`src/rtl/uart_tx_engine.sv`:
```
// -----------------------------------------------------------------------------
// uart_tx_engine
//
// Serial UART transmitter. Accepts one parallel word per valid/ready
// handshake and shifts it out LSB-first on tx_o, one line bit per
// baud_tick_i strobe. The frame format matches the receive path:
// 6..9 data bits, optional even/odd parity, 1..2 stop bits.
//
// Frame on the line: start(0), N data bits LSB-first, [parity], stop(1) x S.
// With baud_tick_i tied high the engine emits one bit per clock.
//
// Ports:
//   clk_i          system clock
//   rst_ni         asynchronous active-low reset
//   baud_tick_i    one-clock strobe per bit period (ignored while idle)
//   tx_valid_i     word available on data_i
//   tx_ready_o     engine idle, a word will be accepted this clock
//   data_i         word to send; bits above the data size are ignored
//   data_size_i    data bits per frame (6..9, anything else sends 8)
//   parity_size_i  1 = parity bit present
//   parity_type_i  0 = even, 1 = odd
//   stop_size_i    stop bits (1..2, 0 or 3 sends 1)
//   tx_o           registered serial line
//   tx_busy_o      frame in progress
//   tx_done_o      one-cycle pulse on the tick that ends the last stop bit
// -----------------------------------------------------------------------------
module uart_tx_engine #(
    parameter logic IDLE_LEVEL = 1'b1
) (
    input  logic       clk_i,
    input  logic       rst_ni,
    input  logic       baud_tick_i,
    input  logic       tx_valid_i,
    output logic       tx_ready_o,
    input  logic [8:0] data_i,
    input  logic [3:0] data_size_i,
    input  logic       parity_size_i,
    input  logic       parity_type_i,
    input  logic [1:0] stop_size_i,
    output logic       tx_o,
    output logic       tx_busy_o,
    output logic       tx_done_o
);

    typedef enum logic [2:0] {
        ST_IDLE,
        ST_WAIT,
        ST_START,
        ST_DATA,
        ST_PARITY,
        ST_STOP
    } state_t;

    // -------------------------------------------------------------------------
    // Registered state
    // -------------------------------------------------------------------------
    state_t     state_reg,      state_next;
    logic       tx_reg,         tx_next;
    logic [8:0] shift_reg,      shift_next;
    logic [3:0] size_reg,       size_next;
    logic [3:0] bit_cnt_reg,    bit_cnt_next;
    logic       parity_en_reg,  parity_en_next;
    logic       parity_bit_reg, parity_bit_next;
    logic       stop_two_reg,   stop_two_next;
    logic       stop_cnt_reg,   stop_cnt_next;
    logic       done_comb;

    // -------------------------------------------------------------------------
    // Input sanitising and parity, evaluated on the accept cycle only
    // -------------------------------------------------------------------------
    logic [3:0] data_size_san;
    logic [8:0] data_mask;
    logic [8:0] data_masked;
    logic       parity_calc;
    logic       accept;

    assign data_size_san = ((data_size_i >= 4'd6) && (data_size_i <= 4'd9))
                           ? data_size_i : 4'd8;

    // Bit gi of the word takes part in the frame when gi < N.
    for (genvar gi = 0; gi < 9; gi++) begin : g_mask
        localparam logic [3:0] BIT_IDX = 4'(gi);
        assign data_mask[gi] = (data_size_san > BIT_IDX);
    end

    assign data_masked = data_i & data_mask;
    // Even type: parity makes the total count of ones even; odd flips it.
    assign parity_calc = (^data_masked) ^ parity_type_i;

    assign accept = tx_valid_i && (state_reg == ST_IDLE);

    // -------------------------------------------------------------------------
    // State register
    // -------------------------------------------------------------------------
    always_ff @(posedge clk_i or negedge rst_ni) begin
        if (!rst_ni) begin
            state_reg      <= ST_IDLE;
            tx_reg         <= IDLE_LEVEL;
            shift_reg      <= '0;
            size_reg       <= 4'd8;
            bit_cnt_reg    <= '0;
            parity_en_reg  <= 1'b0;
            parity_bit_reg <= 1'b0;
            stop_two_reg   <= 1'b0;
            stop_cnt_reg   <= 1'b0;
        end else begin
            state_reg      <= state_next;
            tx_reg         <= tx_next;
            shift_reg      <= shift_next;
            size_reg       <= size_next;
            bit_cnt_reg    <= bit_cnt_next;
            parity_en_reg  <= parity_en_next;
            parity_bit_reg <= parity_bit_next;
            stop_two_reg   <= stop_two_next;
            stop_cnt_reg   <= stop_cnt_next;
        end
    end

    // -------------------------------------------------------------------------
    // Next-state and datapath logic
    // -------------------------------------------------------------------------
    always_comb begin
        state_next      = state_reg;
        tx_next         = tx_reg;
        shift_next      = shift_reg;
        size_next       = size_reg;
        bit_cnt_next    = bit_cnt_reg;
        parity_en_next  = parity_en_reg;
        parity_bit_next = parity_bit_reg;
        stop_two_next   = stop_two_reg;
        stop_cnt_next   = stop_cnt_reg;
        done_comb       = 1'b0;

        case (state_reg)
            ST_IDLE: begin
                tx_next = IDLE_LEVEL;
                // baud_tick_i is deliberately not looked at here: a tick in
                // the accept cycle must not start the frame.
                if (accept) begin
                    shift_next      = data_masked;
                    size_next       = data_size_san;
                    parity_en_next  = parity_size_i;
                    parity_bit_next = parity_calc;
                    stop_two_next   = (stop_size_i == 2'd2);
                    state_next      = ST_WAIT;
                end
            end

            ST_WAIT: begin
                tx_next = IDLE_LEVEL;
                // Aligning the start bit to a tick makes it a full bit period.
                if (baud_tick_i) begin
                    tx_next    = 1'b0;
                    state_next = ST_START;
                end
            end

            ST_START: begin
                if (baud_tick_i) begin
                    tx_next      = shift_reg[0];
                    shift_next   = shift_reg >> 1;
                    bit_cnt_next = size_reg - 4'd1;
                    state_next   = ST_DATA;
                end
            end

            ST_DATA: begin
                // Counter holds the number of data bits still to be driven
                // after the one currently on the line.
                if (baud_tick_i) begin
                    if (bit_cnt_reg != 4'd0) begin
                        tx_next      = shift_reg[0];
                        shift_next   = shift_reg >> 1;
                        bit_cnt_next = bit_cnt_reg - 4'd1;
                    end else if (parity_en_reg) begin
                        tx_next    = parity_bit_reg;
                        state_next = ST_PARITY;
                    end else begin
                        tx_next       = 1'b1;
                        stop_cnt_next = stop_two_reg;
                        state_next    = ST_STOP;
                    end
                end
            end

            ST_PARITY: begin
                if (baud_tick_i) begin
                    tx_next       = 1'b1;
                    stop_cnt_next = stop_two_reg;
                    state_next    = ST_STOP;
                end
            end

            ST_STOP: begin
                tx_next = 1'b1;
                if (baud_tick_i) begin
                    if (stop_cnt_reg) begin
                        stop_cnt_next = 1'b0;
                    end else begin
                        done_comb  = 1'b1;
                        tx_next    = IDLE_LEVEL;
                        state_next = ST_IDLE;
                    end
                end
            end

            default: begin
                tx_next    = IDLE_LEVEL;
                state_next = ST_IDLE;
            end
        endcase
    end

    // -------------------------------------------------------------------------
    // Outputs
    // -------------------------------------------------------------------------
    assign tx_o       = tx_reg;
    assign tx_ready_o = (state_reg == ST_IDLE);
    assign tx_busy_o  = (state_reg != ST_IDLE);
    // Combinational so that ready rises on the cycle after the pulse.
    assign tx_done_o  = done_comb;

endmodule
```
`config.mk`:
```
export PLATFORM = sky130hd
export DESIGN_NAME = uart_tx_engine
export DESIGN_NICKNAME = d
export VERILOG_FILES = /design/src/rtl/uart_tx_engine.sv
export SDC_FILE = /design/constraint.sdc
export NUM_CORES = 1
export LEC_CHECK = 0
export CAP_MARGIN = 10
export CORE_UTILIZATION = 35
export CTS_CLUSTER_DIAMETER = 40
export DETAILED_ROUTE_END_ITERATION = 16
export HOLD_SLACK_MARGIN = 0.15
export PLACE_DENSITY = 0.61
export SLEW_MARGIN = 0
export SYNTH_ARGS = -nofsm -noshare
export SYNTH_HDL_FRONTEND = slang
export SYNTH_SLANG_ARGS = --single-unit
```
`constraint.sdc`:
```
create_clock -name clk_i -period 2 [get_ports clk_i]
set_clock_uncertainty 0.1 [all_clocks]
set_input_delay 0.5 -clock clk_i [delete_from_list [all_inputs] [get_ports clk_i]]
set_output_delay 0.5 -clock clk_i [all_outputs]
set_load 0.005 [all_outputs]
```
==> metrics.md <==
| Metric | Value |
|---|---|
| Number of rows created at floorplan | `23` |
| Area of the core region | `0.00403 mm2` |
| Ranking of synthesized cells by area | `dfrtp_1, mux2i_1, nand2_1` |
| Static leakage | `0.902 nW` |
| Worst setup startpoint | `state_reg[2]` |
| Final count of negative-setup-slack endpoints | `0` |
| Drt total wl | `3280 um` |
| Unrepaired setup endpoints after global routing | `false` |
| Final ANT Viol Nets | `0` |
| Die footprint | `around 0.0045 mm2` |
| Number of filler cells placed in the layout | `388` |
| Destination of the critical timing path | `tx_busy_o` |
| Hpwl dp | `2470 um` |
| Outcome | `finished clean` |
| Later-pin clock latency in the skew report | `~0.27 ns` |
| Sum Neg Setup Slack | `0 ns` |
| Number of cells on the worst reg-to-reg path | `10` |
| CTS tree | `done` |
| Sequential element share of the synthesized area | `between 40 and 50%` |
| Net count after synthesis | `174` |
| Maximum resistive drop on vdd | `0.408 mV` |
| Top cell type's share of synthesized area | `38.9%` |
| Share of layout cells above drive strength 1 | `25.6%` |
| Final hold slack | `0.386 ns` |
| Worst setup EP type | `primary output` |
| Leading area contributor after synthesis | `dfrtp_1` |
| Worst-path clk slew | `approximately 0.09 ns` |
| Total power of the final layout | `2.80 mW` |
| Max FFs per register | `9` |
| Area grow syn2layout | `37.4%` |
| I/O Pins | `25` |
| Slew at the pin with the worst max-slew slack | `0.386 ns` |
| Synthesis Warnings | `0` |
| Routed wire length per instance | `13.2 um` |
| Number of buffers inserted by port buffering | `24` |
| Worst slew margin relative to its limit | `74.1%` |
| Residual DRC | `0` |
| Routability congestion estimate from global placement | `0.805` |
| CP required | `1.40 ns` |
| Period utilisation layout | `~96%` |
| Post-Layout Inst Area | `approximately 0.0020 mm2` |
| Average instance area after synthesis | `9.74 um2` |
| Netlist area before placement | `0.00148 mm2` |
| Slew Viols, Final | `0` |
| Final Hold Fails | `0` |
| Clk sink count | `25` |
| Flop and latch count out of synthesis | `25` |
| DR iter-0 viols | `49` |
| Initial cell density of the core | `36.7%` |
| Count of cell types in the netlist | `43` |
| Number of buffers inserted during clock tree synthesis | `3` |
| Overall Global Routing Usage | `about 16%` |
| Total via count in the routed design | `1280` |
| Number of global-route vias before repair | `approximately 1200` |
| Diodes inserted | `0` |
| Timing-limited maximum frequency | `about 0.52 GHz` |
| Peak fanout along the critical path | `3` |
| Worst R2R Setup Slack | `0.09 ns` |
| First-pass GRT wire length | `5390 um` |
| Reg-to-reg critical path startpoint | `state_reg[2]` |
| Clock root buffer master | `clkbuf_8` |
| Largest net degree at the start of global routing | `26` |
| DIE WIDTH | `around 67 um` |
| Max capacitance violation total | `0` |
| Overall die height | `67.0 um` |
| Placed instance area | `roughly 0.0019 mm2` |
| Arrival time of data at the critical path endpoint | `about 1.3 ns` |
| Gate Count Post-Synth | `152` |
| Count of TritonRoute iterations in the first routing pass | `4` |
| NumNets Final | `roughly 220` |
| DR vias/cell | `5.14` |
| H-tree level count | `1` |
| Final global-route overflow total | `0` |
| Worst setup path class | `reg -> out` |
| Endpoint of the worst-slack reg-to-reg timing path | `bit_cnt_reg[2]` |
| Classification of the worst-slack hold path | `reg -> reg` |
| Ratio of total power to cell area | `1380 mW/mm2` |
| Antenna violations before repair | `0` |
| Worst setup SP type | `flop` |
| Min Tclk post-route | `~1.9 ns` |
| Deepest clock path buffer count | `2` |
## final cells by class
| type | count | area [um2] | share of cell area, % |
|---|---|---|---|
| flip-flops and latches | 25 | 628 | 30.9 |
| multi-input cells | 117 | 838 | 41.2 |
| inverters | 3 | 11.3 | 0.554 |
| well taps | 50 | 62.6 | 3.08 |
| repair buffers | 50 | 448 | 22.0 |
| clock buffers | 4 | 45.0 | 2.22 |
## where the power goes
part | switching (mW) | internal (mW)
registers | 0.214 | 0.742
logic | 0.743 | 0.800
clock network | 0.160 | 0.143
total | 1.12 | 1.68
## critical path, cell delays in order (launching register included)
cell and delay (ns):
dfrtp_1 0.40, nor3_2 0.21, buf_4 0.16, inv_1 0.04, dlygate4sd2_1 0.25
## repair_timing
item                       in CTS  in global routing
pin swaps                       2                  5
hold endpoints to repair        0                  0
setup endpoints to repair       4                  3
gates resized for setup         8                 12
buffers inserted                1                  3
hold buffers                    0                  0
## layer usage
layer	wire, um	track usage (%)	share of wire (%)
met1	1500	19.2	46
met2	1660	28.9	51
met3	99	2.57	3.0
met4	26	4.79	0.79
met5	0	0	0
## cells in the mapped netlist, drive strengths merged
cell    count
dfrtp      23
nand2      22
o21ai      16
nor2       12
a21oi      10
mux2i      10
buf         7
xnor2       7
nor3        5
nand2b      4
a21o        3
inv         3
o31ai       3
dfstp       2
nand3       2
nand3b      2
nor3b       2
o22ai       2
a211oi      1
a21boi      1
a221oi      1
a22o        1
a31oi       1
ha          1
mux2        1
nand4       1
nor2b       1
nor4        1
o21a        1
o21bai      1
o22a        1
or2b        1
or4         1
xnor3       1
xor2        1
## metrics by stage
| stage | worst slack, ns | instances | utilization [%] |
|---|---|---|---|
| after CTS | -0.0497 | 246 | 49.0 |
| after global placement | -0.288 | 241 | 47.4 |
| after detailed placement | -0.320 | 241 | 47.4 |
| after global routing | 0.00128 | 249 | 50.5 |
| final | 0.0715 | 249 | 50.5 |
| after floorplan | 0.238 | 152 | - |
## cells in the final DEF (no fill, tap or decap), drive strengths merged
| master | Yosys | routed |
|---|---|---|
| o21a | 1 | 1 |
| dfrtp | 23 | 23 |
| nor4 | 1 | 1 |
| or4 | 1 | 1 |
| dlygate4sd2 | 0 | 2 |
| a21boi | 1 | 1 |
| a211oi | 1 | 1 |
| nand4 | 1 | 1 |
| xnor3 | 1 | 1 |
| nand3 | 2 | 2 |
| nor2 | 12 | 12 |
| nand3b | 2 | 2 |
| nor3b | 2 | 2 |
| xor2 | 1 | 1 |
| mux2 | 1 | 1 |
| or2b | 1 | 1 |
| o21bai | 1 | 1 |
| inv | 3 | 3 |
| a21o | 3 | 3 |
| a21oi | 10 | 10 |
| dfstp | 2 | 2 |
| o21ai | 16 | 16 |
| a22o | 1 | 1 |
| a31oi | 1 | 1 |
| o22a | 1 | 1 |
| nor3 | 5 | 5 |
| o22ai | 2 | 2 |
| mux2i | 10 | 10 |
| clkdlybuf4s50 | 0 | 21 |
| buf | 7 | 27 |
| nor2b | 1 | 1 |
| nand2b | 4 | 4 |
| a221oi | 1 | 1 |
| ha | 1 | 1 |
| o31ai | 3 | 3 |
| nand2 | 22 | 22 |
| xnor2 | 7 | 7 |
| clkbuf | 0 | 4 |
## worst min path at each step
| stage | to | cells past startpoint | startpoint |
|---|---|---|---|
| floorplan | bit_cnt_reg[0] | 0 | rst_ni |
| global placement | shift_reg[8] | 2 | shift_reg[8] |
| detailed placement | shift_reg[8] | 2 | shift_reg[8] |
| CTS | shift_reg[8] | 2 | shift_reg[8] |
| global route | shift_reg[0] | 2 | shift_reg[0] |
| finish | parity_bit_reg | 2 | parity_bit_reg |
## cell families (layout without fill, tap and decap cells)
kind of cell / after synthesis / after routing / share of synthesized area (%)
AND/OR/NAND/NOR: 54 / 54 / 19.7
AO/OA/AOI/OAI: 42 / 42 / 18.9
flip-flops: 25 / 25 / 42.4
multiplexers: 11 / 11 / 7.52
buffers and inverters: 10 / 57 / 4.31
XOR/XNOR: 9 / 9 / 6.26
adder cells (fa/ha/maj): 1 / 1 / 0.845
No activity file was read; power rests on OpenSTA's default activity.
